## src/rtl/branch_resolve_unit_if.sv

```systemverilog
// Fetch/execute/predictor-side bus of the branch resolve unit.
// The master drives fetch and execute requests; the slave (the unit) returns
// queue status, the flush/redirect pulse, predictor training and statistics.
interface branch_resolve_unit_if #(
    parameter int IDX_W = 4,
    parameter int CNT_W = 16
);
    logic             F_PUSH;
    logic [IDX_W-1:0] F_INDEX;
    logic [31:0]      F_PC;
    logic             F_PRED;
    logic             EX_VALID;
    logic             EX_TAKEN;
    logic [31:0]      EX_TARGET;
    logic             FULL;
    logic             EMPTY;
    logic             MISPREDICT;
    logic [31:0]      REDIRECT_PC;
    logic             UPD_ENABLE;
    logic [IDX_W-1:0] UPD_INDEX;
    logic             UPD_OUTCOME;
    logic [CNT_W-1:0] BR_COUNT;
    logic [CNT_W-1:0] MISS_COUNT;

    modport master (
        output F_PUSH, F_INDEX, F_PC, F_PRED, EX_VALID, EX_TAKEN, EX_TARGET,
        input  FULL, EMPTY, MISPREDICT, REDIRECT_PC, UPD_ENABLE, UPD_INDEX,
               UPD_OUTCOME, BR_COUNT, MISS_COUNT
    );

    modport slave (
        input  F_PUSH, F_INDEX, F_PC, F_PRED, EX_VALID, EX_TAKEN, EX_TARGET,
        output FULL, EMPTY, MISPREDICT, REDIRECT_PC, UPD_ENABLE, UPD_INDEX,
               UPD_OUTCOME, BR_COUNT, MISS_COUNT
    );
endinterface

```

## src/rtl/branch_resolve_unit.sv

```systemverilog
// In-order queue of in-flight predicted branches. Resolving the head entry
// trains the 2-bit predictor, flags mispredictions, flushes younger
// (wrong-path) entries and supplies the corrected fetch PC.
module branch_resolve_unit #(
    parameter int DEPTH = 4,
    parameter int IDX_W = 4,
    parameter int CNT_W = 16
) (
    input  logic                  CLOCK,
    input  logic                  INIT,
    branch_resolve_unit_if.slave  bus
);
    localparam int               PTR_W    = $clog2(DEPTH);
    localparam logic [PTR_W:0]   FULL_CNT = (PTR_W + 1)'(DEPTH);
    localparam logic [CNT_W-1:0] CNT_MAX  = '1;

    // Branch queue storage
    logic [IDX_W-1:0] idx_mem_q  [DEPTH];
    logic [31:0]      pc_mem_q   [DEPTH];
    logic             pred_mem_q [DEPTH];

    logic [PTR_W-1:0] rd_ptr_q, rd_ptr_d;
    logic [PTR_W-1:0] wr_ptr_q, wr_ptr_d;
    logic [PTR_W:0]   count_q,  count_d;

    logic             upd_enable_q,  upd_enable_d;
    logic [IDX_W-1:0] upd_index_q,   upd_index_d;
    logic             upd_outcome_q, upd_outcome_d;
    logic             mispredict_q,  mispredict_d;
    logic [31:0]      redirect_pc_q, redirect_pc_d;
    logic [CNT_W-1:0] br_count_q,    br_count_d;
    logic [CNT_W-1:0] miss_count_q,  miss_count_d;

    logic full, empty, resolve, miss, push_ok;

    // Queue status, resolve/mispredict detection and next-state computation
    always_comb begin
        // NOTE: every signal gets a default first so no path leaves one unassigned (no latch).
        full          = (count_q == FULL_CNT);
        empty         = (count_q == '0);
        resolve       = bus.EX_VALID && !empty;
        miss          = resolve && (pred_mem_q[rd_ptr_q] != bus.EX_TAKEN);
        // A full queue can still accept a push when the head leaves this cycle,
        // unless that head mispredicted (the push is then wrong-path).
        push_ok       = bus.F_PUSH && !miss && (!full || resolve);

        rd_ptr_d      = rd_ptr_q;
        wr_ptr_d      = wr_ptr_q;
        count_d       = count_q;
        upd_enable_d  = resolve;
        upd_index_d   = upd_index_q;
        upd_outcome_d = upd_outcome_q;
        mispredict_d  = miss;
        redirect_pc_d = redirect_pc_q;
        br_count_d    = br_count_q;
        miss_count_d  = miss_count_q;

        if (miss) begin
            rd_ptr_d = '0;
            wr_ptr_d = '0;
            count_d  = '0;
        end else begin
            if (resolve) rd_ptr_d = rd_ptr_q + PTR_W'(1);
            if (push_ok) wr_ptr_d = wr_ptr_q + PTR_W'(1);
            if (push_ok && !resolve)      count_d = count_q + (PTR_W + 1)'(1);
            else if (!push_ok && resolve) count_d = count_q - (PTR_W + 1)'(1);
        end

        if (resolve) begin
            upd_index_d   = idx_mem_q[rd_ptr_q];
            upd_outcome_d = bus.EX_TAKEN;
            if (br_count_q != CNT_MAX) br_count_d = br_count_q + CNT_W'(1);
        end

        if (miss) begin
            redirect_pc_d = bus.EX_TAKEN ? bus.EX_TARGET : pc_mem_q[rd_ptr_q] + 32'd4;
            if (miss_count_q != CNT_MAX) miss_count_d = miss_count_q + CNT_W'(1);
        end
    end

    // Write accepted fetch branches into the queue storage
    always_ff @(posedge CLOCK) begin
        // NOTE: storage is not reset; an entry is only read after a push has written it.
        if (!INIT && push_ok) begin
            idx_mem_q[wr_ptr_q]  <= bus.F_INDEX;
            pc_mem_q[wr_ptr_q]   <= bus.F_PC;
            pred_mem_q[wr_ptr_q] <= bus.F_PRED;
        end
    end

    // Control state and registered outputs, synchronous reset has priority
    always_ff @(posedge CLOCK) begin
        // NOTE: non-blocking assignments so every register samples pre-edge values.
        if (INIT) begin
            rd_ptr_q      <= '0;
            wr_ptr_q      <= '0;
            count_q       <= '0;
            upd_enable_q  <= 1'b0;
            upd_index_q   <= '0;
            upd_outcome_q <= 1'b0;
            mispredict_q  <= 1'b0;
            redirect_pc_q <= '0;
            br_count_q    <= '0;
            miss_count_q  <= '0;
        end else begin
            rd_ptr_q      <= rd_ptr_d;
            wr_ptr_q      <= wr_ptr_d;
            count_q       <= count_d;
            upd_enable_q  <= upd_enable_d;
            upd_index_q   <= upd_index_d;
            upd_outcome_q <= upd_outcome_d;
            mispredict_q  <= mispredict_d;
            redirect_pc_q <= redirect_pc_d;
            br_count_q    <= br_count_d;
            miss_count_q  <= miss_count_d;
        end
    end

    assign bus.FULL        = full;
    assign bus.EMPTY       = empty;
    assign bus.MISPREDICT  = mispredict_q;
    assign bus.REDIRECT_PC = redirect_pc_q;
    assign bus.UPD_ENABLE  = upd_enable_q;
    assign bus.UPD_INDEX   = upd_index_q;
    assign bus.UPD_OUTCOME = upd_outcome_q;
    assign bus.BR_COUNT    = br_count_q;
    assign bus.MISS_COUNT  = miss_count_q;
endmodule
```

## src/flat_wrapper.sv

```systemverilog
// flat-port wrapper written by rule: the top's interface ports become plain ports
module branch_resolve_unit_flat 
#(
    parameter int DEPTH = 4,
    parameter int IDX_W = 4,
    parameter int CNT_W = 16
)
  (CLOCK, INIT, bus_F_PUSH, bus_F_INDEX, bus_F_PC, bus_F_PRED, bus_EX_VALID, bus_EX_TAKEN, bus_EX_TARGET, bus_FULL, bus_EMPTY, bus_MISPREDICT, bus_REDIRECT_PC, bus_UPD_ENABLE, bus_UPD_INDEX, bus_UPD_OUTCOME, bus_BR_COUNT, bus_MISS_COUNT);
  branch_resolve_unit_if #(.IDX_W(IDX_W), .CNT_W(CNT_W)) bus_i ();
  input  logic CLOCK;
  input  logic INIT;
  input wire logic [$bits(bus_i.F_PUSH)-1:0] bus_F_PUSH;
  input wire logic [$bits(bus_i.F_INDEX)-1:0] bus_F_INDEX;
  input wire logic [$bits(bus_i.F_PC)-1:0] bus_F_PC;
  input wire logic [$bits(bus_i.F_PRED)-1:0] bus_F_PRED;
  input wire logic [$bits(bus_i.EX_VALID)-1:0] bus_EX_VALID;
  input wire logic [$bits(bus_i.EX_TAKEN)-1:0] bus_EX_TAKEN;
  input wire logic [$bits(bus_i.EX_TARGET)-1:0] bus_EX_TARGET;
  output wire logic [$bits(bus_i.FULL)-1:0] bus_FULL;
  output wire logic [$bits(bus_i.EMPTY)-1:0] bus_EMPTY;
  output wire logic [$bits(bus_i.MISPREDICT)-1:0] bus_MISPREDICT;
  output wire logic [$bits(bus_i.REDIRECT_PC)-1:0] bus_REDIRECT_PC;
  output wire logic [$bits(bus_i.UPD_ENABLE)-1:0] bus_UPD_ENABLE;
  output wire logic [$bits(bus_i.UPD_INDEX)-1:0] bus_UPD_INDEX;
  output wire logic [$bits(bus_i.UPD_OUTCOME)-1:0] bus_UPD_OUTCOME;
  output wire logic [$bits(bus_i.BR_COUNT)-1:0] bus_BR_COUNT;
  output wire logic [$bits(bus_i.MISS_COUNT)-1:0] bus_MISS_COUNT;
  assign bus_i.F_PUSH = bus_F_PUSH;
  assign bus_i.F_INDEX = bus_F_INDEX;
  assign bus_i.F_PC = bus_F_PC;
  assign bus_i.F_PRED = bus_F_PRED;
  assign bus_i.EX_VALID = bus_EX_VALID;
  assign bus_i.EX_TAKEN = bus_EX_TAKEN;
  assign bus_i.EX_TARGET = bus_EX_TARGET;
  assign bus_FULL = bus_i.FULL;
  assign bus_EMPTY = bus_i.EMPTY;
  assign bus_MISPREDICT = bus_i.MISPREDICT;
  assign bus_REDIRECT_PC = bus_i.REDIRECT_PC;
  assign bus_UPD_ENABLE = bus_i.UPD_ENABLE;
  assign bus_UPD_INDEX = bus_i.UPD_INDEX;
  assign bus_UPD_OUTCOME = bus_i.UPD_OUTCOME;
  assign bus_BR_COUNT = bus_i.BR_COUNT;
  assign bus_MISS_COUNT = bus_i.MISS_COUNT;
  branch_resolve_unit #(.DEPTH(DEPTH), .IDX_W(IDX_W), .CNT_W(CNT_W)) u_core (.CLOCK(CLOCK), .INIT(INIT), .bus(bus_i));
endmodule
```

## config.mk

```make
export PLATFORM = sky130hd
export DESIGN_NAME = branch_resolve_unit_flat
export DESIGN_NICKNAME = d
export VERILOG_FILES = /design/src/rtl/branch_resolve_unit_if.sv /design/src/rtl/branch_resolve_unit.sv /design/src/flat_wrapper.sv
export SDC_FILE = /design/constraint.sdc
export NUM_CORES = 1
export LEC_CHECK = 0
export CORE_MARGIN = 4
export CORE_UTILIZATION = 60
export CTS_BUF_LIST = sky130_fd_sc_hd__clkbuf_8
export CTS_CLUSTER_DIAMETER = 60
export CTS_CLUSTER_SIZE = 24
export DETAILED_ROUTE_END_ITERATION = 10
export PLACE_DENSITY = 0.86
export RECOVER_POWER = 25
export SYNTH_ARGS = -nofsm -noshare
export SYNTH_HDL_FRONTEND = slang
export SYNTH_SLANG_ARGS = --single-unit
```

## constraint.sdc

```tcl
create_clock -name CLOCK -period 7.5 [get_ports CLOCK]
set_clock_uncertainty 0.1 [all_clocks]
set_input_delay 1.5 -clock CLOCK [delete_from_list [all_inputs] [get_ports CLOCK]]
set_output_delay 1.5 -clock CLOCK [all_outputs]
set_load 0.01 [all_outputs]
```

==> reports/metrics.csv, run 1 <==
stage,metric,value,unit
logic_synthesis,Synth cell types,61,
pwr,Peak VDD IR,0.193,mV
cts,Post-CTS Hold Buffers,0,
logic_synthesis,most frequent cell after synthesis,edfxtp_1,
cts,CTS Root Cell,clkbuf_8,
pwr,clock share of power,22.4,%
setup_path,Startpoint Class,input port,
final_layout,area grow syn2layout,20.2,%
routing,Detail Route Antenna Nets,0,
cts,clk sinks,228,
logic_synthesis,#FFs+latches synth,228,
timing,final number of max-transition violations,0,
final_layout,# diodes,0,
logic_synthesis,Area contributors post-synth,"edfxtp_1, dfxtp_1, mux4_2",
routing,Vias/cell,5.93,
logic_synthesis,"Seq/Total Area, Yosys",63.7,%
logic_synthesis,most frequent cells after synthesis,"edfxtp_1, dfxtp_1, nor2_1",
run,Max Cap Violations,0,
timing,"crit path setup slack, layout",2.24,ns
cts,post-CTS setup buffer count,0,
final_layout,Final Cell Area,11400,um^2
logic_synthesis,number of synthesized flops with an enable pin,148,
die,Core Region,15400,um^2
timing,Fin. Hold Viols,0,
setup_path,CP Capture Type,flop,
pwr,Leak Pwr,3.67,nW
logic_synthesis,asr flop ratio synth,0,%
global_routing,number of global-route vias before repair,6126,
timing,# setup viols final,0,
global_routing,first-pass GRT wire length,33200,um
global_routing,gr usage total,23.6,%
timing,Slew HR,18.7,%
logic_synthesis,Most used DFF post-synth,edfxtp_1,
routing,final WL,21200,um
die,Die Y,134,um
logic_synthesis,Syn Nets,755,
setup_path,required time worst endpoint,7.54,ns
placement,RePlAce Congestion,0.884,
placement,Port-buffer cells,146,
pwr,sw frac,30.9,%
setup_path,"Largest delay share family, worst path",simple AND/OR/NAND/NOR gates,
final_layout,layout cells sized above 1,11.8,%
logic_synthesis,Synth Area per Inst,14.1,um^2
timing,min Tclk post-route,5.26,ns
timing,Tightest Pin Transition,1.21,ns
routing,DRT Pass-1 Iters,7,
cts,CTS resizes,0,
setup_path,"Arr. time, crit path",5.30,ns
die,# rows,45,
die,chip width,134,um
global_routing,largest net degree at the start of global routing,54,
cts,CTS buffer count,15,
final_layout,post-layout util,74.2,%
global_routing,initial antenna violation count,0,
setup_path,CP Class,in -> reg,
final_layout,Layout Nets,891,
die,# IOs,147,
global_routing,"Remaining Overflow, GRT",0,
routing,DR iter-0 viols,577,
logic_synthesis,Syn Std Cell Area,9490,um^2
cts,CTS tree,yes,
placement,DP HPWL,14800,um
placement,post-place setup slack,1.70,ns
logic_synthesis,share of the synthesized area in the top cell type,46.8,%
routing,WL/cell,20.7,um
setup_path,CP max stage cell,clkdlybuf4s50_1,
routing,DRC Markers,0,
pwr,combinational share of power,27.9,%
cts,"Reg clk slew, reported paths",0.12,ns
placement,Area after DPL,11100,um^2
timing,final setup TNS,0,ns
logic_synthesis,Syn. warnings,0,
min_path,Worst Hold Class,reg -> reg,
setup_path,Worst path max stage delay,0.90,ns
timing,achievable frequency,190,MHz
pwr,Switch Pwr,0.000947,W
routing,via count,6092,
timing,RSZ-0062 raised after global routing,false,
pwr,Seq pwr share,49.7,%
die,Die ar.,17900,um^2
die,Initial Utilization,61.7,%
cts,CTS Buffer Depth,3,
cts,Clock Latency Late Sink,0.54,ns
pwr,total internal power,0.00211,W
setup_path,CP cell instances,clkdlybuf4s50_1 > clkinv_1 > xnor2_2 > nand2_2 > nand2_1 > nor2_1 > and2_2,
outcome,status,completed,
logic_synthesis,synthesized netlist cell count,672,
cts,H-tree depth,1,
logic_synthesis,Yosys top cell by area,edfxtp_1,
pwr,P per Cell Area,268,nW/um^2
timing,final period utilization,70.2,%
pwr,Tot Pwr,0.00306,W
setup_path,Bufs and invs on worst path,2,
setup_path,worst-path fanout max,37,
[worst register-to-register path: stages, from the launching register on]
cell and delay, ns:
dfxtp_2 0.34, buf_4 0.51, mux4_2 0.71, xnor2_2 0.18, nand2_2 0.50, nand2_1 0.36
nor2_1 0.28, and2_2 0.88
[state kept, by name, indices dropped and copies added, names as in the netlist, named ones only]
signal / flops
u_core.pc_mem_q: 128
u_core.bus.REDIRECT_PC: 32
u_core.bus.BR_COUNT: 16
u_core.bus.MISS_COUNT: 16
u_core.idx_mem_q: 16
u_core.bus.UPD_INDEX: 4
u_core.pred_mem_q: 4
u_core.count_q: 3
u_core.rd_ptr_q: 2
u_core.wr_ptr_q: 2
u_core.bus.MISPREDICT: 1
u_core.bus.UPD_ENABLE: 1
u_core.bus.UPD_OUTCOME: 1
[area by class of cell]
class,count,area [um^2]
Sequential cell,228,6050
Clock inverter,10,141
Tap cell,211,264
Inverter,10,37.5
Multi-Input combinational cell,403,3220
Clock buffer,15,206
Timing Repair Buffer,150,1490
Fill cell,946,3970
[logic make-up (layout without fill, tap and decap cells)]
group | after synthesis | after routing | synth area share [%]
buffers and inverters | 41 | 185 | 2.37
muxes | 41 | 41 | 9.32
DFF | 228 | 228 | 63.7
AOI/OAI and AO/OA | 80 | 80 | 5.25
xor gates and xnor gates | 60 | 60 | 5.62
and+or+nand+nor | 213 | 213 | 12.4
adders and majority gates | 9 | 9 | 1.27
[path summary, 6_finish.rpt]
check	start	to	slack, ns	cells past startpoint
max reg2reg	flop	u_core.pc_mem_q[0][29]	3.26	7
min	u_core.bus.UPD_INDEX[0]	u_core.bus.UPD_INDEX[0]	0.37	2
max	bus_EX_TAKEN	u_core.pc_mem_q[0][29]	2.24	7
min reg2reg	u_core.bus.UPD_INDEX[0]	u_core.bus.UPD_INDEX[0]	0.37	2
[cell usage in the layout (no fill, tap or decap), drive strengths merged, types with 3 or more instances in the layout]
cell / synthesis / routed
edfxtp: 148 / 148
clkdlybuf4s50: 0 / 116
dfxtp: 80 / 80
nor2: 61 / 61
nand2: 58 / 58
mux4: 37 / 37
xor2: 33 / 33
dlygate4sd3: 0 / 29
nand3: 28 / 28
o21ai: 28 / 28
xnor2: 27 / 27
a21oi: 17 / 17
a22oi: 15 / 15
clkbuf: 14 / 15
nand4: 14 / 14
inv: 9 / 13
nor4: 12 / 12
and3: 10 / 10
ha: 8 / 8
nor3: 8 / 8
and2: 6 / 6
buf: 17 / 5
mux2i: 4 / 4
nand2b: 4 / 4
o211ai: 4 / 4
clkinv: 1 / 4
or3: 3 / 3
o22ai: 3 / 3
a31oi: 3 / 3
[power groups by stage]
stage | logic [W] | registers (W) | clock network (W)
after floorplan | 0.000575 | 0.00155 | 0
after global placement | 0.000832 | 0.00154 | 0
after detailed placement | 0.000859 | 0.00155 | 0
after CTS | 0.000863 | 0.00152 | 0.000695
after global routing | 0.000923 | 0.00153 | 0.000745
final | 0.000852 | 0.00152 | 0.000686
[metal layers]
layer	GRT usage, %	share of wire [%]	wire (um)
met4	7.09	2.4	505
met3	3.81	7.7	1630
met5	0	0	0
met2	40.9	51	10700
met1	30.9	39	8340
[stage by stage]
stage | cells | hold slack (ns)
final | 1027 | 0.370
after global routing | 1027 | 0.385
after CTS | 1027 | 0.372
after detailed placement | 1002 | 0.354
after global placement | 1002 | 0.351
after floorplan | 672 | 0.376
Note: power is estimated with default switching activity, not from simulation.
==> inputs of run 2 (changes only) <==
Settings changed: CORE_UTILIZATION 60 to 50, PLACE_DENSITY 0.86 to 0.76.
Clock period 7.5 ns to 4.44 ns, I/O delays scaled along.
==> reports/metrics.csv, run 2 (same netlist as run 1, synthesis figures left out) <==
stage,metric,value,unit,change
setup_path,CP Capture Type,flop,,
die,Core Region,18700,um^2,+22%
die,Die Y,146,um,+9.0%
final_layout,layout cells sized above 1,13.2,%,+1.4 points
final_layout,fill count,1399,,+48%
routing,DR iter-0 viols,478,,-17%
routing,final WL,21400,um,+1.1%
cts,Clock Latency Late Sink,0.53,ns,about the same
global_routing,"Remaining Overflow, GRT",0,,unchanged
cts,CTS buffer count,16,,+1
cts,H-tree depth,1,,unchanged
routing,via count,6097,,+0.082%
final_layout,area grow syn2layout,21.7,%,
global_routing,largest net degree at the start of global routing,53,,-1.9%
final_layout,"commonest non-fill, non-tap cells in the layout","edfxtp_1, clkdlybuf4s50_1, dfxtp_1",,
timing,final period utilization,72.3,%,
timing,final number of max-transition violations,0,,unchanged
timing,Fin. Hold Viols,0,,unchanged
final_layout,max reg flops,128,,unchanged
pwr,Leak Pwr,3.73,nW,+1.4%
die,Initial Utilization,50.7,%,-11 points
routing,DRT Pass-1 Iters,5,,-2
routing,DRC Markers,0,,unchanged
routing,WL/cell,20.2,um,-2.3%
timing,Tightest Pin Transition,1.22,ns,+0.00816 ns
setup_path,Startpoint Class,input port,,
routing,Detail Route Antenna Nets,0,,unchanged
setup_path,worst-path fanout max,13,,-65%
cts,CTS Root Cell,clkbuf_8,,
placement,RePlAce Congestion,0.856,,-3.2%
cts,post-CTS setup buffer count,0,,unchanged
global_routing,number of global-route vias before repair,6313,,+3.1%
die,chip width,146,um,+9.0%
final_layout,multi-input logic area,3220,um^2,unchanged
setup_path,CP Class,in -> reg,,
cts,clk sinks,228,,unchanged
die,Die ar.,21200,um^2,+19%
final_layout,FF/Latch Area,6050,um^2,unchanged
timing,RSZ-0062 raised after global routing,false,,
global_routing,first-pass GRT wire length,34000,um,+2.4%
timing,Slew HR,18.2,%,-0.55 points
timing,final setup TNS,0,ns,unchanged
timing,achievable frequency,311,MHz,
cts,CTS Buffer Depth,3,,unchanged
final_layout,Biggest register,u_core.pc_mem_q,,
outcome,status,completed,,
cts,Post-CTS Hold Buffers,0,,unchanged
placement,DP HPWL,15300,um,+3.6%
setup_path,required time worst endpoint,4.73,ns,-2.81 ns
timing,min Tclk post-route,3.21,ns,
die,# IOs,147,,unchanged
cts,"Reg clk slew, reported paths",0.12,ns,about the same
timing,# setup viols final,0,,unchanged
global_routing,initial antenna violation count,1,,+1
final_layout,Layout Nets,901,,+1.1%
cts,CTS tree,yes,,
die,# rows,50,,+11%
cts,CTS resizes,0,,unchanged
global_routing,gr usage total,19.9,%,-3.7 points
pwr,P per Cell Area,445,nW/um^2,+66%
run,Max Cap Violations,0,,unchanged
placement,Port-buffer cells,146,,unchanged
min_path,Worst Hold Class,reg -> reg,,
final_layout,post-layout util,61.7,%,-12 points
routing,Vias/cell,5.74,,-3.2%
pwr,Peak VDD IR,0.339,mV,+75%
setup_path,"Arr. time, crit path",3.50,ns,-1.80 ns
final_layout,"commonest non-fill, non-tap cell in the layout",edfxtp_1,,
==> run 2: changes by cell type in the layout (fill, tap and decap cells not counted), sizes merged <==
| cell | before | now |
|---|---|---|
| clkinv | 4 | 6 |
| bufinv | 2 | 0 |
| buf | 5 | 14 |
| clkbuf | 15 | 17 |
| diode | 0 | 1 |
==> run 2: worst paths after layout <==
| kind | start | end | slack, ns | cells after the start |
|---|---|---|---|---|
| worst max-delay path | bus_EX_VALID | u_core.bus.BR_COUNT[9] | 1.23 | 8 |
| worst min-delay path | u_core.bus.UPD_INDEX[2] | u_core.bus.UPD_INDEX[2] | 0.37 | 2 |
| worst max register to register | flop | u_core.bus.REDIRECT_PC[22] | 1.47 | 8 |
| worst min register to register | u_core.bus.UPD_INDEX[2] | u_core.bus.UPD_INDEX[2] | 0.37 | 2 |
==> run 2: per-layer routing <==
layer | wire length, um | GRT usage, % | vias to the layer above
met5 | 0 | 0 | -
met4 | 596 | 6.51 | 0
met3 | 1520 | 3.89 | 41
met2 | 10500 | 33.9 | 264
met1 | 8790 | 25.8 | 2983
li1 | - | - | 2809
==> run 2: final cells by class <==
| type | count | area share, % |
|---|---|---|
| Multi-Input combinational cell | 403 | 27.9 |
| Timing Repair Buffer | 159 | 13.9 |
| Inverter | 10 | 0.325 |
| Antenna cell | 1 | 0.0217 |
| Sequential cell | 228 | 52.4 |
| Clock inverter | 10 | 0.943 |
| Tap cell | 234 | 2.54 |
| Clock buffer | 17 | 2.03 |
==> run 2: power by group <==
group / switching (W) / total [W] / internal (W) / leakage, nW
clock: 0.000716 / 0.00112 / 0.000404 / 0.174
sequential: 0.000112 / 0.00257 / 0.00245 / 1.99
combinational: 0.000792 / 0.00145 / 0.000661 / 1.56
==> run 2: metrics by stage <==
step                area (um^2)  hold WS (ns)  power (W)  instances  worst slack, ns
finish                    11500         0.372    0.00514       1062             1.23
global route              11500         0.398    0.00540       1062            0.995
CTS                       11500         0.374    0.00519       1061             1.26
detailed placement        11200         0.357    0.00408       1034            0.725
global placement          11200         0.355    0.00403       1034            0.821
floorplan                  9490         0.376    0.00358        672            0.785
==> run 2: worst max-delay path, cell delays in order <==
cell	delay [ns]
clkdlybuf4s50_1	0.48
nor2b_1	0.66
inv_2	0.29
or3_1	0.42
a31oi_1	0.37
nand4_1	0.17
xor2_1	0.16
nor2_1	0.05
==> inputs of run 3 (changes only) <==
Settings changed: CORE_UTILIZATION 50 to 56, PLACE_DENSITY 0.76 to 0.81.
Clock period 4.44 ns to 3.1 ns, I/O delays scaled along.
==> reports/metrics.csv, run 3 (same netlist as run 1, synthesis figures left out) <==
stage,metric,value,unit,change
die,# rows,47,,-6.0%
cts,CTS Buffer Depth,3,,unchanged
cts,Clock Latency Late Sink,0.54,ns,about the same
die,Core Region,16600,um^2,-11%
die,Die Y,138,um,-5.2%
routing,DR iter-0 viols,490,,+2.5%
cts,CTS Root Cell,clkbuf_8,,
timing,achievable frequency,354,MHz,
routing,wire length on met1,9170,um,+4.3%
routing,WL/cell,20.4,um,+1.3%
timing,"crit path setup slack, layout",0.279,ns,-0.950 ns
cts,CTS resizes,0,,unchanged
pwr,Leak Pwr,3.81,nW,+2.4%
timing,hold slack final,0.369,ns,-0.00283 ns
global_routing,largest net degree at the start of global routing,40,,-25%
die,Initial Utilization,57.2,%,+6.5 points
global_routing,number of global-route vias before repair,6395,,+1.3%
timing,final setup TNS,0,ns,unchanged
cts,"Reg clk slew, reported paths",0.12,ns,about the same
setup_path,CP Capture Type,flop,,
setup_path,CP Class,reg -> reg,,
timing,RSZ-0062 raised after global routing,false,,
routing,DRC Markers,0,,unchanged
final_layout,layout cells sized above 1,14.2,%,+0.99 points
cts,H-tree depth,1,,unchanged
cts,post-CTS setup buffer count,0,,unchanged
timing,Fin. Hold Viols,0,,unchanged
pwr,P per Cell Area,645,nW/um^2,+45%
final_layout,Final Cell Area,11700,um^2,+1.2%
placement,dpl cells,1032,,-0.19%
routing,DRT Pass-1 Iters,5,,unchanged
pwr,Peak VDD IR,0.366,mV,+8.1%
routing,DR WL met2,10600,um,+0.88%
routing,Detail Route Antenna Nets,0,,unchanged
die,chip width,138,um,-5.2%
placement,Port-buffer cells,146,,unchanged
timing,final number of max-transition violations,0,,unchanged
cts,Post-CTS Hold Buffers,0,,unchanged
cts,CTS buffer count,16,,unchanged
die,Die ar.,19100,um^2,-10%
timing,min Tclk post-route,2.82,ns,
routing,final WL,21700,um,+1.2%
timing,final period utilization,91.0,%,
run,Max Cap Violations,0,,unchanged
final_layout,"commonest non-fill, non-tap cell in the layout",edfxtp_1,,
global_routing,initial antenna violation count,1,,unchanged
timing,# setup viols final,0,,unchanged
final_layout,Non-Filler Instances,1061,,-0.094%
setup_path,"Arr. time, crit path",3.15,ns,-0.35 ns
final_layout,max reg flops,128,,unchanged
placement,post-place setup slack,0.0158,ns,-0.709 ns
global_routing,gr usage total,22.1,%,+2.2 points
routing,Vias/cell,5.85,,+1.9%
global_routing,"Remaining Overflow, GRT",0,,unchanged
cts,clk sinks,228,,unchanged
routing,met3 WL post-DR,1260,um,-17%
timing,Slew HR,56.5,%,+38 points
final_layout,area grow syn2layout,23.1,%,
min_path,Worst Hold Class,reg -> reg,,
routing,via count,6206,,+1.8%
final_layout,Biggest register,u_core.pc_mem_q,,
timing,Tightest Pin Transition,0.650,ns,-0.571 ns
placement,Area after DPL,11300,um^2,+1.1%
setup_path,Startpoint Class,flop,,
routing,highest metal used,met4,,
setup_path,worst-path fanout max,6,,-7
die,# IOs,147,,unchanged
setup_path,required time worst endpoint,3.43,ns,-1.30 ns
final_layout,"commonest non-fill, non-tap cells in the layout","edfxtp_1, clkdlybuf4s50_1, dfxtp_1",,
outcome,status,completed,,
placement,RePlAce Congestion,0.909,,+6.1%
global_routing,first-pass GRT wire length,34100,um,+0.53%
final_layout,Layout Nets,913,,+1.3%
placement,DP HPWL,15100,um,-1.4%
cts,CTS tree,yes,,
run 3: cell count changes in the layout (fill, tap and decap cells not counted), sizes merged:
cell / change
clkbuf: -1
buf: +12
clkinv: -3
bufinv: +1
inv: +4
run 3: final cells by class:
class,instances,area [um^2]
diodes,1,2.50
clock buffers,16,220
clock inverters,12,135
fillers,1094,4900
inverters,10,37.5
multi-input cells,403,3220
flip-flops and latches,228,6050
well taps,220,275
repair buffers,171,1740
run 3: metal layers:
metal,up-vias,global-route usage [%]
li1,2831,-
met1,3084,30.0
met2,243,36.9
met3,48,3.87
met4,0,7.02
met5,-,0
run 3: worst max-delay path, stage by stage, from the launching register on:
cell,delay [ns]
dfxtp_2,0.39
mux4_2,0.61
xnor2_2,0.18
and2_1,0.18
nor2_1,0.17
ha_1,0.22
inv_1,0.06
fa_1,0.37
xor2_1,0.15
nor2_1,0.12
xnor2_1,0.14
nor2_1,0.05
run 3: through the flow:
step | utilization (%) | power (W)
final | 70.5 | 0.00754
after global routing | 70.5 | 0.00790
after CTS | 70.4 | 0.00758
after detailed placement | 68.3 | 0.00595
after global placement | 68.3 | 0.00587
after floorplan | - | 0.00513
run 3: path summary, 6_finish.rpt:
| kind | slack, ns | startpoint | endpoint | cells past startpoint |
|---|---|---|---|---|
| setup / recovery | 0.28 | flop | u_core.count_q[2] | 11 |
| hold reg to reg | 0.37 | u_core.bus.UPD_INDEX[0] | u_core.bus.UPD_INDEX[0] | 2 |
| hold / removal | 0.37 | u_core.bus.UPD_INDEX[0] | u_core.bus.UPD_INDEX[0] | 2 |
| setup reg to reg | 0.28 | flop | u_core.count_q[2] | 11 |
run 3: where the power goes:
| group | internal, W | total (W) | switching (W) |
|---|---|---|---|
| clock | 0.000632 | 0.00166 | 0.00103 |
| sequential | 0.00352 | 0.00368 | 0.000162 |
| combinational | 0.00103 | 0.00220 | 0.00117 |
